--- src/rtl/serializer_pkg.sv ---
// serializer_pkg: shared state encoding and sizing helpers for word_serializer.
package serializer_pkg;
  typedef enum logic [1:0] {IDLE, SHIFT, GAP} state_t;
  localparam int DEFAULT_WIDTH = 6;
  function automatic int cnt_width(input int w);
    return (w < 2) ? 1 : $clog2(w);
  endfunction
endpackage

--- src/rtl/word_serializer.sv ---
// word_serializer: accepts a parallel word over valid/ready and emits it one bit per clock.
module word_serializer
  import serializer_pkg::*;
#(
  parameter int WIDTH      = DEFAULT_WIDTH,
  parameter int LSB_FIRST  = 1,
  parameter int GAP_CYCLES = 0
) (
  input  logic             clk,
  input  logic             reset,
  input  logic [WIDTH-1:0] load_data,
  input  logic             load_valid,
  output logic             load_ready,
  output logic             shift_in,
  output logic             bit_valid,
  output logic             word_done,
  output logic             busy
);
  localparam int CW = cnt_width(WIDTH);
  localparam logic [CW-1:0] LAST = CW'(WIDTH - 1);
  localparam logic [3:0] GAP_LAST = 4'(GAP_CYCLES - 1);
  state_t           r_state, w_state;
  logic [WIDTH-1:0] r_data, w_data;
  logic [CW-1:0]    r_cnt, w_cnt, w_idx;
  logic [3:0]       r_gap, w_gap;
  logic             r_load_ready, r_shift_in, r_bit_valid, r_word_done, r_busy;
  logic             w_accept, w_last, w_bv, w_done;
  always_comb begin
    w_accept = load_valid && r_load_ready;
    w_last   = (r_state == SHIFT) && (r_cnt == LAST);
    w_state  = r_state;
    w_cnt    = r_cnt;
    w_gap    = r_gap;
    w_data   = w_accept ? load_data : r_data;
    if (w_accept) begin
      w_state = SHIFT;
      w_cnt   = '0;
    end else if (r_state == SHIFT) begin
      w_cnt   = w_last ? '0 : r_cnt + CW'(1);
      w_state = !w_last ? SHIFT : (GAP_CYCLES > 0 ? GAP : IDLE);
      w_gap   = '0;
    end else if (r_state == GAP) begin
      w_gap   = r_gap + 4'd1;
      w_state = (r_gap == GAP_LAST) ? IDLE : GAP;
    end
    // Outputs are precomputed from the next state so they can be registered.
    w_idx  = (LSB_FIRST != 0) ? w_cnt : LAST - w_cnt;
    w_bv   = (w_state == SHIFT);
    w_done = w_bv && (w_cnt == LAST);
  end
  always_ff @(posedge clk) begin
    if (reset) begin
      r_state      <= IDLE;
      r_data       <= '0;
      r_cnt        <= '0;
      r_gap        <= '0;
      r_load_ready <= 1'b1;
      r_shift_in   <= 1'b0;
      r_bit_valid  <= 1'b0;
      r_word_done  <= 1'b0;
      r_busy       <= 1'b0;
    end else begin
      r_state      <= w_state;
      r_data       <= w_data;
      r_cnt        <= w_cnt;
      r_gap        <= w_gap;
      r_load_ready <= (w_state == IDLE) || (GAP_CYCLES == 0 && w_done);
      r_shift_in   <= w_bv && w_data[w_idx];
      r_bit_valid  <= w_bv;
      r_word_done  <= w_done;
      r_busy       <= (w_state != IDLE);
    end
  end
  assign load_ready = r_load_ready;
  assign shift_in   = r_shift_in;
  assign bit_valid  = r_bit_valid;
  assign word_done  = r_word_done;
  assign busy       = r_busy;
endmodule

--- config.mk ---
export PLATFORM = sky130hd
export DESIGN_NAME = word_serializer
export DESIGN_NICKNAME = d
export VERILOG_FILES = /design/src/rtl/serializer_pkg.sv /design/src/rtl/word_serializer.sv
export SDC_FILE = /design/constraint.sdc
export NUM_CORES = 1
export LEC_CHECK = 0
export CAP_MARGIN = 5
export CORE_ASPECT_RATIO = 0.8
export CORE_MARGIN = 2
export CORE_UTILIZATION = 38
export CTS_CLUSTER_SIZE = 10
export DETAILED_ROUTE_END_ITERATION = 8
export SLEW_MARGIN = 20
export SYNTH_ARGS = -nofsm -noshare
export SYNTH_HDL_FRONTEND = slang
export SYNTH_SLANG_ARGS = --single-unit
--- constraint.sdc ---
create_clock -name clk -period 2.5 [get_ports clk]
set_input_delay 0.375 -clock clk [delete_from_list [all_inputs] [get_ports clk]]
set_output_delay 0.375 -clock clk [all_outputs]
set_load 0.02 [all_outputs]
==> metrics.txt, run 1 <==
# TYPE chip_impl_metric gauge
chip_impl_metric{name="via_per_inst",unit=""} 5.30
chip_impl_metric{name="largest_net_degree_at_the_start_of_global_routing",unit=""} 14
chip_impl_info{name="grt_setup_unrepaired",value="no"} 1
chip_impl_metric{name="clock-sinks",unit=""} 20
chip_impl_metric{name="place.port_buffers",unit=""} 13
chip_impl_metric{name="async_reset_ff_share",unit="%"} 0
chip_impl_metric{name="synth_top_area_share",unit="%"} 44.4
chip_impl_metric{name="timing_worst_slew_pin_value",unit="ns"} 0.465
chip_impl_metric{name="synth_warnings",unit=""} 0
chip_impl_metric{name="max_cap_violations",unit=""} 0
chip_impl_info{name="worst_setup_path_end_kind",value="flip-flop"} 1
chip_impl_metric{name="compound_cell_area_share_of_the_yosys_netlist",unit="%"} 19.4
chip_impl_metric{name="part_of_the_yosys_area_used_for_sequential_elements",unit="%"} 44.4
chip_impl_metric{name="ios",unit=""} 14
chip_impl_metric{name="cts-resized-gates",unit=""} 0
chip_impl_metric{name="synth-xor-area-share",unit="%"} 0
chip_impl_metric{name="number_of_vias_in_the_routed_layout",unit=""} 748
chip_impl_info{name="yosys.area.top_type",value="sky130_fd_sc_hd__dfxtp_1"} 1
chip_impl_metric{name="final.min_clock_period",unit="ns"} 2.05
chip_impl_metric{name="dieHeight",unit="um"} 47.6
chip_impl_metric{name="internal_power",unit="mW"} 0.492
chip_impl_metric{name="pre_cts_slack",unit="ns"} 0.287
chip_impl_metric{name="required",unit="ns"} 2.70
chip_impl_metric{name="timing_hold_violations_final",unit=""} 0
chip_impl_metric{name="core.rowCount",unit=""} 15
chip_impl_metric{name="post-route-period-util",unit="%"} 81.9
chip_impl_metric{name="syn_to_final_growth",unit="%"} 21.9
chip_impl_metric{name="clock_latency",unit="ns"} 0.30
chip_impl_metric{name="netSwitchingFraction",unit="%"} 26.6
chip_impl_metric{name="firstDrtPassIters",unit=""} 4
chip_impl_metric{name="netlist_area",unit="um2"} 902
chip_impl_metric{name="overflow",unit=""} 0
chip_impl_metric{name="fin_tns_setup",unit="ns"} 0
chip_impl_metric{name="post_route_cells_drive_above_1_share",unit="%"} 9.48
chip_impl_metric{name="cts_hold_buf",unit=""} 0
chip_impl_metric{name="layout.filler_cells",unit=""} 211
chip_impl_metric{name="cts-buffers-inserted",unit=""} 3
chip_impl_metric{name="final_weighted_congestion_of_routability_driven_global_placement",unit=""} 0.766
chip_impl_metric{name="multi_input_comb_area",unit="um2"} 475
chip_impl_metric{name="p_clk_share",unit="%"} 28.0
chip_impl_metric{name="cts.path.max_buffers",unit=""} 2
chip_impl_metric{name="finish.utilization",unit="%"} 50.1
chip_impl_info{name="largest_family_of_logic_cells_by_synthesized_area",value="simple AND/OR/NAND/NOR gates"} 1
chip_impl_metric{name="synth_seq_cells",unit=""} 20
chip_impl_metric{name="seq_area",unit="um2"} 400
chip_impl_metric{name="sw_power",unit="mW"} 0.178
chip_impl_metric{name="hpwl",unit="um"} 1340
chip_impl_metric{name="unique_cell_type_count_in_the_yosys_netlist",unit=""} 33
chip_impl_info{name="clockRootBuffer",value="sky130_fd_sc_hd__clkbuf_4"} 1
chip_impl_metric{name="clk_pin_slew_worst_paths",unit="ns"} 0.11
chip_impl_metric{name="ctsHtreeMaxLevel",unit=""} 1
chip_impl_metric{name="fin_nets",unit=""} 131
chip_impl_info{name="worst_hold_path_type",value="flip-flop to flip-flop"} 1
chip_impl_metric{name="clock.fmax",unit="MHz"} 488
chip_impl_metric{name="powerDensity",unit="nW/um2"} 609
chip_impl_metric{name="pwr-share-seq",unit="%"} 52.2
chip_impl_metric{name="combPwrFrac",unit="%"} 19.8
chip_impl_metric{name="cts_setup_buffers",unit=""} 0
chip_impl_metric{name="worst_ir_drop_vdd",unit="V"} 0.000366
chip_impl_metric{name="worstPathArrival",unit="ns"} 2.25
chip_impl_metric{name="route.detailed.wl_per_inst",unit="um"} 12.4
chip_impl_metric{name="relSlewSlack",unit="%"} 69.0
chip_impl_metric{name="post_synth_fa_ha_maj_area_fraction",unit="%"} 6.93
chip_impl_metric{name="static-leakage-power",unit="nW"} 0.434
chip_impl_metric{name="worst_clock_skew",unit="ns"} 0.00616
chip_impl_metric{name="syn_area_per_cell",unit="um2"} 8.93
chip_impl_metric{name="dieArea",unit="um2"} 2780
chip_impl_metric{name="antenna_left",unit=""} 0
chip_impl_metric{name="initial_core_util",unit="%"} 41.1
chip_impl_metric{name="setup_slack",unit="ns"} 0.453
chip_impl_metric{name="first_global_vias",unit=""} 614
chip_impl_metric{name="num_antenna_cells",unit=""} 0
chip_impl_metric{name="timing.critical_path.fanout_max",unit=""} 5
chip_impl_metric{name="synthSimpleGateAreaFrac",unit="%"} 21.8
chip_impl_info{name="synth.top_cells.by_count",value="20 x sky130_fd_sc_hd__dfxtp_1, 11 x sky130_fd_sc_hd__nor2_1, 10 x sky130_fd_sc_hd__nand2_1"} 1
chip_impl_metric{name="synth.area.mux_share",unit="%"} 4.58
chip_impl_metric{name="total_count_of_max_transition_violations_in_the_final_report",unit=""} 0
chip_impl_metric{name="core",unit="um2"} 2200
chip_impl_metric{name="initial_antenna_violation_count",unit=""} 0
chip_impl_metric{name="drt_iter0_markers",unit=""} 17
chip_impl_metric{name="synthesized_net_count",unit=""} 115
chip_impl_info{name="setup.worst_path.start_class",value="flip-flop"} 1
chip_impl_metric{name="grt_pass1_wl",unit="um"} 2920
chip_impl_metric{name="dieWidth",unit="um"} 58.5
chip_impl_metric{name="synth-edff-count",unit=""} 0
chip_impl_info{name="ys_dominant_reg_cell",value="sky130_fd_sc_hd__dfxtp_1"} 1
chip_impl_metric{name="power",unit="mW"} 0.670
chip_impl_metric{name="drt_drc_violations_left",unit=""} 0
chip_impl_metric{name="netlist_instances",unit=""} 101
chip_impl_info{name="run_status",value="complete, no violations"} 1
chip_impl_info{name="cts_tree",value="yes"} 1
chip_impl_info{name="setup.worst_path.class",value="flip-flop to flip-flop"} 1
chip_impl_metric{name="grtUsageTotal",unit="%"} 14.6
chip_impl_info{name="synth.most_common_cell",value="sky130_fd_sc_hd__dfxtp_1"} 1
chip_impl_metric{name="setup-violations-final",unit=""} 0
chip_impl_info{name="post_synth_main_area_contributors",value="sky130_fd_sc_hd__dfxtp_1 44%, sky130_fd_sc_hd__ha_1 6.9%, sky130_fd_sc_hd__nor2_1 4.6%, sky130_fd_sc_hd__a21oi_1 4.4%, sky130_fd_sc_hd__nand2_1 4.2%"} 1
chip_impl_metric{name="detail_route.wirelength",unit="um"} 1750
## worst paths after layout
path | start | endpoint | slack, ns | depth (start not counted)
setup / recovery | r_cnt[1] | shift_in | 0.45 | 7
hold reg to reg | r_data[5] | r_data[5] | 0.48 | 2
hold / removal | r_data[5] | r_data[5] | 0.48 | 2
setup reg to reg | r_cnt[1] | shift_in | 0.45 | 7
## power by group through the flow
| stage | combinational, mW | sequential (mW) | clock (mW) |
|---|---|---|---|
| after floorplan | 0.0780 | 0.364 | 0 |
| after global placement | 0.132 | 0.357 | 0 |
| after detailed placement | 0.133 | 0.357 | 0 |
| after CTS | 0.133 | 0.350 | 0.199 |
| after global routing | 0.146 | 0.353 | 0.207 |
| final | 0.132 | 0.350 | 0.188 |
## sequential cells by signal, summed over array words and instances, names as in the netlist
register / count
r_data: 6
r_gap: 4
r_cnt: 3
r_state: 2
bit_valid: 1
busy: 1
load_ready: 1
shift_in: 1
word_done: 1
## kinds of logic (layout without fill, tap and decap cells)
| group | count (synthesis) | count (layout) |
|---|---|---|
| simple gates | 39 | 39 |
| flops | 20 | 20 |
| compound gates | 26 | 26 |
| mux | 4 | 4 |
| fa+ha+maj | 5 | 5 |
| buf+inv | 7 | 22 |
## metrics by stage
step                      instance area, um2  instances  hold slack [ns]
final                                   1100        141            0.482
after global routing                    1100        141            0.500
after CTS                               1100        141            0.482
after detailed placement                1060        137            0.465
after global placement                  1060        137            0.461
after floorplan                          902        101            0.437
## per-layer routing
layer	GRT usage, %	wire [um]
met1	20.6	944
met2	20.0	708
met3	5.68	85
met4	5.58	8
met5	0	0
## area by class of cell
| type | count | share of cell area [%] |
|---|---|---|
| Timing Repair Buffer | 15 | 13.2 |
| Tap cell | 25 | 2.84 |
| Multi-Input combinational cell | 74 | 43.2 |
| Sequential cell | 20 | 36.4 |
| Clock buffer | 4 | 3.30 |
| Inverter | 3 | 1.02 |
## layout by cell type (no fill, tap or decap), drive strengths merged, types with 2 or more instances in the layout
cell type	count
dfxtp	20
clkdlybuf4s50	13
nor2	11
nand2	10
a21oi	8
o21ai	5
ha	5
clkbuf	4
inv	3
nand2b	3
mux2i	3
nand3	2
a31oi	2
o22ai	2
and3	2
o2111a	2
nor3	2
buf	2
or2	2
## worst max-delay path, cell delays in order (launching register included)
cell and delay (ns):
sky130_fd_sc_hd__dfxtp_1 0.38, sky130_fd_sc_hd__inv_1 0.07, sky130_fd_sc_hd__ha_1 0.19, sky130_fd_sc_hd__a21bo_2 0.25
sky130_fd_sc_hd__mux2_2 0.29, sky130_fd_sc_hd__or2_4 0.26, sky130_fd_sc_hd__o2111a_1 0.23, sky130_fd_sc_hd__o31a_1 0.28
No activity file was read; power rests on OpenSTA's default activity.
==> inputs of run 2 (changes only) <==
==> constraint.sdc (replaced) <==
create_clock -name clk -period 1.79 [get_ports clk]
set_input_delay 0.2685 -clock clk [delete_from_list [all_inputs] [get_ports clk]]
set_output_delay 0.2685 -clock clk [all_outputs]
set_load 0.02 [all_outputs]
==> run 2 against run 1 <==
- the flow now finishes with violations (setup timing)
- worst setup slack got worse by 0.55 ns
- hold slack got worse by 0.017 ns
- critical path depth did not move
- combinational power rose by 87%
- sequential power rose by 40%
- clock skew fell by 0.00066 ns
- power rose by 49%
- flip-flop and latch count did not move
- via count rose by 7.8%
- largest power group unchanged
==> metrics.txt, run 2 (synthesis results as in run 1) <==
# TYPE chip_impl_metric gauge
chip_impl_metric{name="worst_ir_drop_vdd",unit="V"} 0.000686
chip_impl_metric{name="worst_clock_skew",unit="ns"} 0.00550
chip_impl_metric{name="setup-violations-final",unit=""} 1
chip_impl_metric{name="initial_antenna_violation_count",unit=""} 0
chip_impl_metric{name="clk_pin_slew_worst_paths",unit="ns"} 0.11
chip_impl_metric{name="core.rowCount",unit=""} 15
chip_impl_metric{name="clock_latency",unit="ns"} 0.30
chip_impl_info{name="run_status",value="finished with violations"} 1
chip_impl_metric{name="worstPathArrival",unit="ns"} 2.09
chip_impl_metric{name="grt_pass1_wl",unit="um"} 3300
chip_impl_info{name="clockRootBuffer",value="sky130_fd_sc_hd__clkbuf_4"} 1
chip_impl_metric{name="largest_register_ffs",unit=""} 6
chip_impl_metric{name="timing_hold_violations_final",unit=""} 0
chip_impl_metric{name="cts-buffers-inserted",unit=""} 3
chip_impl_metric{name="post-route-period-util",unit="%"} 105
chip_impl_metric{name="dieHeight",unit="um"} 47.6
chip_impl_info{name="setup.worst_path.class",value="flip-flop to flip-flop"} 1
chip_impl_metric{name="grtUsageTotal",unit="%"} 16.2
chip_impl_metric{name="fin_nets",unit=""} 145
chip_impl_metric{name="final_weighted_congestion_of_routability_driven_global_placement",unit=""} 0.776
chip_impl_info{name="top_regs",value="r_data (6), r_gap (4), r_cnt (3)"} 1
chip_impl_metric{name="finish.utilization",unit="%"} 57.5
chip_impl_info{name="setup.worst_path.start_class",value="flip-flop"} 1
chip_impl_metric{name="cts_hold_buf",unit=""} 0
chip_impl_metric{name="power",unit="mW"} 0.998
chip_impl_metric{name="via_per_inst",unit=""} 5.20
chip_impl_metric{name="relSlewSlack",unit="%"} 77.6
chip_impl_metric{name="core",unit="um2"} 2200
chip_impl_info{name="layout_common_cells",value="17 x sky130_fd_sc_hd__dfxtp_1, 16 x sky130_fd_sc_hd__buf_4, 13 x sky130_fd_sc_hd__clkdlybuf4s50_1"} 1
chip_impl_info{name="top_register",value="r_data"} 1
chip_impl_metric{name="overflow",unit=""} 0
chip_impl_info{name="worst_hold_path_type",value="flip-flop to flip-flop"} 1
chip_impl_metric{name="required",unit="ns"} 2.00
chip_impl_metric{name="syn_to_final_growth",unit="%"} 40.1
chip_impl_metric{name="timing_worst_slew_pin_value",unit="ns"} 0.335
chip_impl_metric{name="largest_net_degree_at_the_start_of_global_routing",unit=""} 14
chip_impl_metric{name="cts.path.max_buffers",unit=""} 2
chip_impl_metric{name="ios",unit=""} 14
chip_impl_metric{name="setup_slack",unit="ns"} -0.0926
chip_impl_metric{name="powerDensity",unit="nW/um2"} 790
chip_impl_metric{name="hpwl",unit="um"} 1500
chip_impl_metric{name="place.port_buffers",unit=""} 13
chip_impl_metric{name="drt_iter0_markers",unit=""} 20
chip_impl_metric{name="clock.fmax",unit="MHz"} 531
chip_impl_info{name="worst_setup_path_end_kind",value="flip-flop"} 1
chip_impl_info{name="cts_tree",value="yes"} 1
chip_impl_metric{name="clock-sinks",unit=""} 20
chip_impl_metric{name="route.detailed.wl_per_inst",unit="um"} 13.0
chip_impl_metric{name="dieWidth",unit="um"} 58.5
chip_impl_metric{name="post_route_cells_drive_above_1_share",unit="%"} 26.9
chip_impl_metric{name="drt_drc_violations_left",unit=""} 0
chip_impl_metric{name="ctsHtreeMaxLevel",unit=""} 1
chip_impl_metric{name="timing.critical_path.fanout_max",unit=""} 4
chip_impl_metric{name="num_antenna_cells",unit=""} 0
chip_impl_metric{name="dieArea",unit="um2"} 2780
chip_impl_info{name="failed_checks",value="setup timing"} 1
chip_impl_metric{name="static-leakage-power",unit="nW"} 0.523
chip_impl_metric{name="firstDrtPassIters",unit=""} 4
chip_impl_metric{name="number_of_vias_in_the_routed_layout",unit=""} 806
chip_impl_metric{name="max_cap_violations",unit=""} 0
chip_impl_metric{name="cts_setup_buffers",unit=""} 0
chip_impl_info{name="mostFrequentLayoutCell",value="sky130_fd_sc_hd__dfxtp_1"} 1
chip_impl_metric{name="initial_core_util",unit="%"} 41.1
chip_impl_info{name="grt_setup_unrepaired",value="yes"} 1
chip_impl_metric{name="total_count_of_max_transition_violations_in_the_final_report",unit=""} 0
chip_impl_metric{name="first_global_vias",unit=""} 734
chip_impl_metric{name="layout.filler_cells",unit=""} 203
chip_impl_metric{name="antenna_left",unit=""} 0
chip_impl_metric{name="detail_route.wirelength",unit="um"} 2010
chip_impl_metric{name="final.min_clock_period",unit="ns"} 1.88
## run 2: per-layer routing
layer,track usage (%),routed length (um)
met1,23.5,1090
met2,23.4,822
met3,5.68,88
met4,2.79,10
met5,0,0
## run 2: final timing paths
path	end	start	cells after the start	slack [ns]
worst max-delay path	shift_in	r_cnt[1]	7	-0.09
worst min-delay path	r_data[5]	r_data[5]	2	0.47
worst max register to register	shift_in	r_cnt[1]	7	-0.09
worst min register to register	r_data[5]	r_data[5]	2	0.47
## run 2: layout make-up
type | instances | area (um2) | area share (%)
tap | 25 | 31.3 | 2.48
sequential | 20 | 404 | 32.0
clock buffer | 4 | 36.3 | 2.87
multi-input combinational | 74 | 531 | 42.0
timing repair buffer | 29 | 250 | 19.8
inverter | 3 | 11.3 | 0.891
## run 2: timing repair
action	CTS	global route
resized for setup	1	3
pin swaps	2	1
setup endpoints to repair	3	2
cloned	0	0
## run 2: power breakdown
part	leakage, nW	total [mW]	internal (mW)	switching (mW)
sequential	0.165	0.491	0.474	0.0168
clock	0.0210	0.261	0.124	0.137
combinational	0.337	0.247	0.136	0.111
## run 2: critical path, stage by stage, from the launching register on
cell and delay [ns]:
sky130_fd_sc_hd__dfxtp_2 0.35, sky130_fd_sc_hd__inv_2 0.05, sky130_fd_sc_hd__ha_4 0.15, sky130_fd_sc_hd__a21bo_4 0.20, sky130_fd_sc_hd__mux2_4 0.27, sky130_fd_sc_hd__or2_4 0.25
sky130_fd_sc_hd__o2111a_1 0.23, sky130_fd_sc_hd__o31a_1 0.28
## run 2: per-stage QoR
stage / hold WS (ns) / cell area, um2 / setup slack (ns) / setup TNS [ns] / std cells
after detailed placement: 0.453 / 1210 / -0.132 / -0.234 / 151
after floorplan: 0.404 / 941 / -0.0957 / -0.0957 / 101
after global routing: 0.488 / 1260 / -0.169 / -0.175 / 155
final: 0.466 / 1260 / -0.0926 / -0.0926 / 155
after CTS: 0.470 / 1250 / -0.0926 / -0.0926 / 155
after global placement: 0.450 / 1210 / -0.106 / -0.148 / 151
==> inputs of run 3 (changes only) <==
--- a/config.mk
+++ b/config.mk
@@ -11,6 +11,7 @@
 export CORE_UTILIZATION = 38
 export CTS_CLUSTER_SIZE = 10
 export DETAILED_ROUTE_END_ITERATION = 8
+export DONT_BUFFER_PORTS = 1
 export SLEW_MARGIN = 20
 export SYNTH_ARGS = -nofsm -noshare
 export SYNTH_HDL_FRONTEND = slang
==> run 3 against run 2 <==
- the flow still finishes with violations (setup timing)
- combinational power down 20%
- worst setup slack worse by 0.045 ns
- die area stayed put
- via count decreased by 2.9%
- sequential power is 2% higher
- global-route usage rose by 0.26 points
- critical endpoint unchanged
- largest cell class unchanged
==> metrics.txt, run 3 (synthesis results as in run 1) <==
# TYPE chip_impl_metric gauge
chip_impl_info{name="run_status",value="finished with violations"} 1
chip_impl_info{name="failed_checks",value="setup timing"} 1
chip_impl_metric{name="clk_pin_slew_worst_paths",unit="ns"} 0.11
chip_impl_metric{name="drt_drc_violations_left",unit=""} 0
chip_impl_metric{name="sw_power",unit="mW"} 0.268
chip_impl_metric{name="worstPathArrival",unit="ns"} 2.13
chip_impl_metric{name="final.hold.worst_slack",unit="ns"} 0.0158
chip_impl_metric{name="antenna_left",unit=""} 0
chip_impl_metric{name="first_global_vias",unit=""} 704
chip_impl_info{name="top_register",value="r_data"} 1
chip_impl_metric{name="timing_worst_slew_pin_value",unit="ns"} 0.407
chip_impl_metric{name="max_cap_violations",unit=""} 0
chip_impl_metric{name="core.rowCount",unit=""} 15
chip_impl_metric{name="combPwrFrac",unit="%"} 20.5
chip_impl_metric{name="grtUsageTotal",unit="%"} 16.5
chip_impl_metric{name="firstDrtPassIters",unit=""} 4
chip_impl_metric{name="setup-violations-final",unit=""} 1
chip_impl_metric{name="clock_latency",unit="ns"} 0.30
chip_impl_metric{name="clock.fmax",unit="MHz"} 519
chip_impl_metric{name="fin_tns_setup",unit="ns"} -0.138
chip_impl_metric{name="core",unit="um2"} 2200
chip_impl_metric{name="initial_core_util",unit="%"} 41.1
chip_impl_info{name="mostFrequentLayoutCell",value="sky130_fd_sc_hd__dfxtp_1"} 1
chip_impl_metric{name="place.port_buffers",unit=""} 0
chip_impl_metric{name="post_route_cells_drive_above_1_share",unit="%"} 27.2
chip_impl_metric{name="fin_nets",unit=""} 129
chip_impl_metric{name="worst_ir_drop_vdd",unit="V"} 0.000509
chip_impl_info{name="setup.worst_path.start_class",value="flip-flop"} 1
chip_impl_metric{name="dieArea",unit="um2"} 2780
chip_impl_metric{name="final_weighted_congestion_of_routability_driven_global_placement",unit=""} 0.715
chip_impl_metric{name="finish.utilization",unit="%"} 50.8
chip_impl_metric{name="num_antenna_cells",unit=""} 0
chip_impl_metric{name="detail_route.wirelength",unit="um"} 2100
chip_impl_metric{name="timing.critical_path.fanout_max",unit=""} 4
chip_impl_metric{name="pwr-share-seq",unit="%"} 51.9
chip_impl_metric{name="total_count_of_max_transition_violations_in_the_final_report",unit=""} 0
chip_impl_metric{name="clock-sinks",unit=""} 20
chip_impl_metric{name="post-route-period-util",unit="%"} 108
chip_impl_info{name="worst_setup_path_end_kind",value="flip-flop"} 1
chip_impl_info{name="setup.worst_path.class",value="flip-flop to flip-flop"} 1
chip_impl_info{name="cts_tree",value="yes"} 1
chip_impl_metric{name="pre_cts_slack",unit="ns"} -0.132
chip_impl_metric{name="syn_to_final_growth",unit="%"} 23.6
chip_impl_metric{name="power",unit="mW"} 0.966
chip_impl_metric{name="number_of_vias_in_the_routed_layout",unit=""} 783
chip_impl_metric{name="ios",unit=""} 14
chip_impl_metric{name="via_per_inst",unit=""} 5.63
chip_impl_info{name="worst_hold_path_type",value="primary input to flip-flop"} 1
chip_impl_info{name="layout_common_cells",value="17 x sky130_fd_sc_hd__dfxtp_1, 12 x sky130_fd_sc_hd__buf_4, 11 x sky130_fd_sc_hd__nor2_1"} 1
chip_impl_metric{name="layout.filler_cells",unit=""} 204
chip_impl_metric{name="relSlewSlack",unit="%"} 72.8
chip_impl_metric{name="drt_iter0_markers",unit=""} 47
chip_impl_metric{name="cts_setup_buffers",unit=""} 0
chip_impl_metric{name="required",unit="ns"} 2.00
chip_impl_metric{name="internal_power",unit="mW"} 0.698
chip_impl_metric{name="largest_net_degree_at_the_start_of_global_routing",unit=""} 17
chip_impl_metric{name="netSwitchingFraction",unit="%"} 27.8
chip_impl_metric{name="powerDensity",unit="nW/um2"} 866
chip_impl_metric{name="cts-buffers-inserted",unit=""} 3
chip_impl_metric{name="static-leakage-power",unit="nW"} 0.460
chip_impl_metric{name="cts.path.max_buffers",unit=""} 2
chip_impl_metric{name="dieHeight",unit="um"} 47.6
chip_impl_metric{name="hpwl",unit="um"} 1500
chip_impl_metric{name="dieWidth",unit="um"} 58.5
chip_impl_metric{name="final.min_clock_period",unit="ns"} 1.93
chip_impl_metric{name="grt_pass1_wl",unit="um"} 3290
chip_impl_metric{name="p_clk_share",unit="%"} 27.6
chip_impl_metric{name="ctsHtreeMaxLevel",unit=""} 1
chip_impl_metric{name="initial_antenna_violation_count",unit=""} 0
chip_impl_metric{name="timing_hold_violations_final",unit=""} 0
chip_impl_metric{name="worst_clock_skew",unit="ns"} 0.000719
chip_impl_info{name="top_regs",value="r_data (6), r_gap (4), r_cnt (3)"} 1
chip_impl_info{name="grt_setup_unrepaired",value="yes"} 1
chip_impl_metric{name="largest_register_ffs",unit=""} 6
chip_impl_info{name="clockRootBuffer",value="sky130_fd_sc_hd__clkbuf_4"} 1
chip_impl_metric{name="overflow",unit=""} 0
chip_impl_metric{name="setup_slack",unit="ns"} -0.138
chip_impl_metric{name="route.detailed.wl_per_inst",unit="um"} 15.1
## run 3: cell types whose count changed in the layout (fill, tap and decap cells not counted)
cell | previous run | this run
sky130_fd_sc_hd__dlygate4sd3_1 | 0 | 1
sky130_fd_sc_hd__a21oi_2 | 1 | 0
sky130_fd_sc_hd__clkdlybuf4s50_1 | 13 | 0
sky130_fd_sc_hd__a2111oi_1 | 1 | 0
sky130_fd_sc_hd__a21oi_1 | 7 | 8
sky130_fd_sc_hd__a2111oi_2 | 0 | 1
sky130_fd_sc_hd__buf_4 | 16 | 12
## run 3: worst max-delay path, stage by stage (launching register included)
cell and delay, ns:
sky130_fd_sc_hd__dfxtp_2 0.36, sky130_fd_sc_hd__inv_2 0.05, sky130_fd_sc_hd__ha_4 0.15, sky130_fd_sc_hd__a21bo_4 0.20
sky130_fd_sc_hd__mux2_4 0.27, sky130_fd_sc_hd__or2_4 0.26, sky130_fd_sc_hd__o2111a_1 0.25, sky130_fd_sc_hd__o31a_1 0.28
## run 3: final cells by class
cell class              instances  area (um2)  area share [%]
clock buffers                   4        36.3            3.25
inverters                       3        11.3            1.01
multi-input cells              74         532            47.7
flip-flops and latches         20         404            36.3
well taps                      25        31.3            2.81
repair buffers                 13         100            8.98
## run 3: metrics by stage
step           area [um2]  std cells
2_1_floorplan         941        101
3_3_place_gp         1050        134
3_5_place_dp         1050        134
4_1_cts              1090        138
5_1_grt              1110        139
6_report             1110        139
## run 3: power groups by stage
| stage | clock network, mW | logic [mW] | registers, mW |
|---|---|---|---|
| finish | 0.266 | 0.198 | 0.501 |
| global placement | 0 | 0.177 | 0.511 |
| floorplan | 0 | 0.119 | 0.512 |
| CTS | 0.271 | 0.185 | 0.501 |
| global route | 0.295 | 0.216 | 0.505 |
| detailed placement | 0 | 0.182 | 0.511 |
## run 3: path summary, 6_finish.rpt
kind / slack [ns] / start / cells after the start / endpoint
min: 0.02 / reset / 1 / r_data[4]
max reg2reg: -0.14 / r_cnt[1] / 7 / shift_in
max: -0.14 / r_cnt[1] / 7 / shift_in
min reg2reg: 0.46 / r_data[5] / 2 / r_data[5]
## run 3: timing repair
item / in CTS / in global routing
hold endpoints to repair: 0 / 9
gates resized for setup: 1 / 3
setup endpoints to repair: 2 / 2
pin swaps: 3 / 3
hold buffers: 0 / 1
## run 3: layer usage
metal | vias to the layer above | GRT usage [%] | routed length (um)
li1 | 387 | - | -
met1 | 346 | 22.0 | 984
met2 | 37 | 23.1 | 872
met3 | 13 | 6.76 | 174
met4 | 0 | 7.91 | 68
met5 | - | 0 | 0
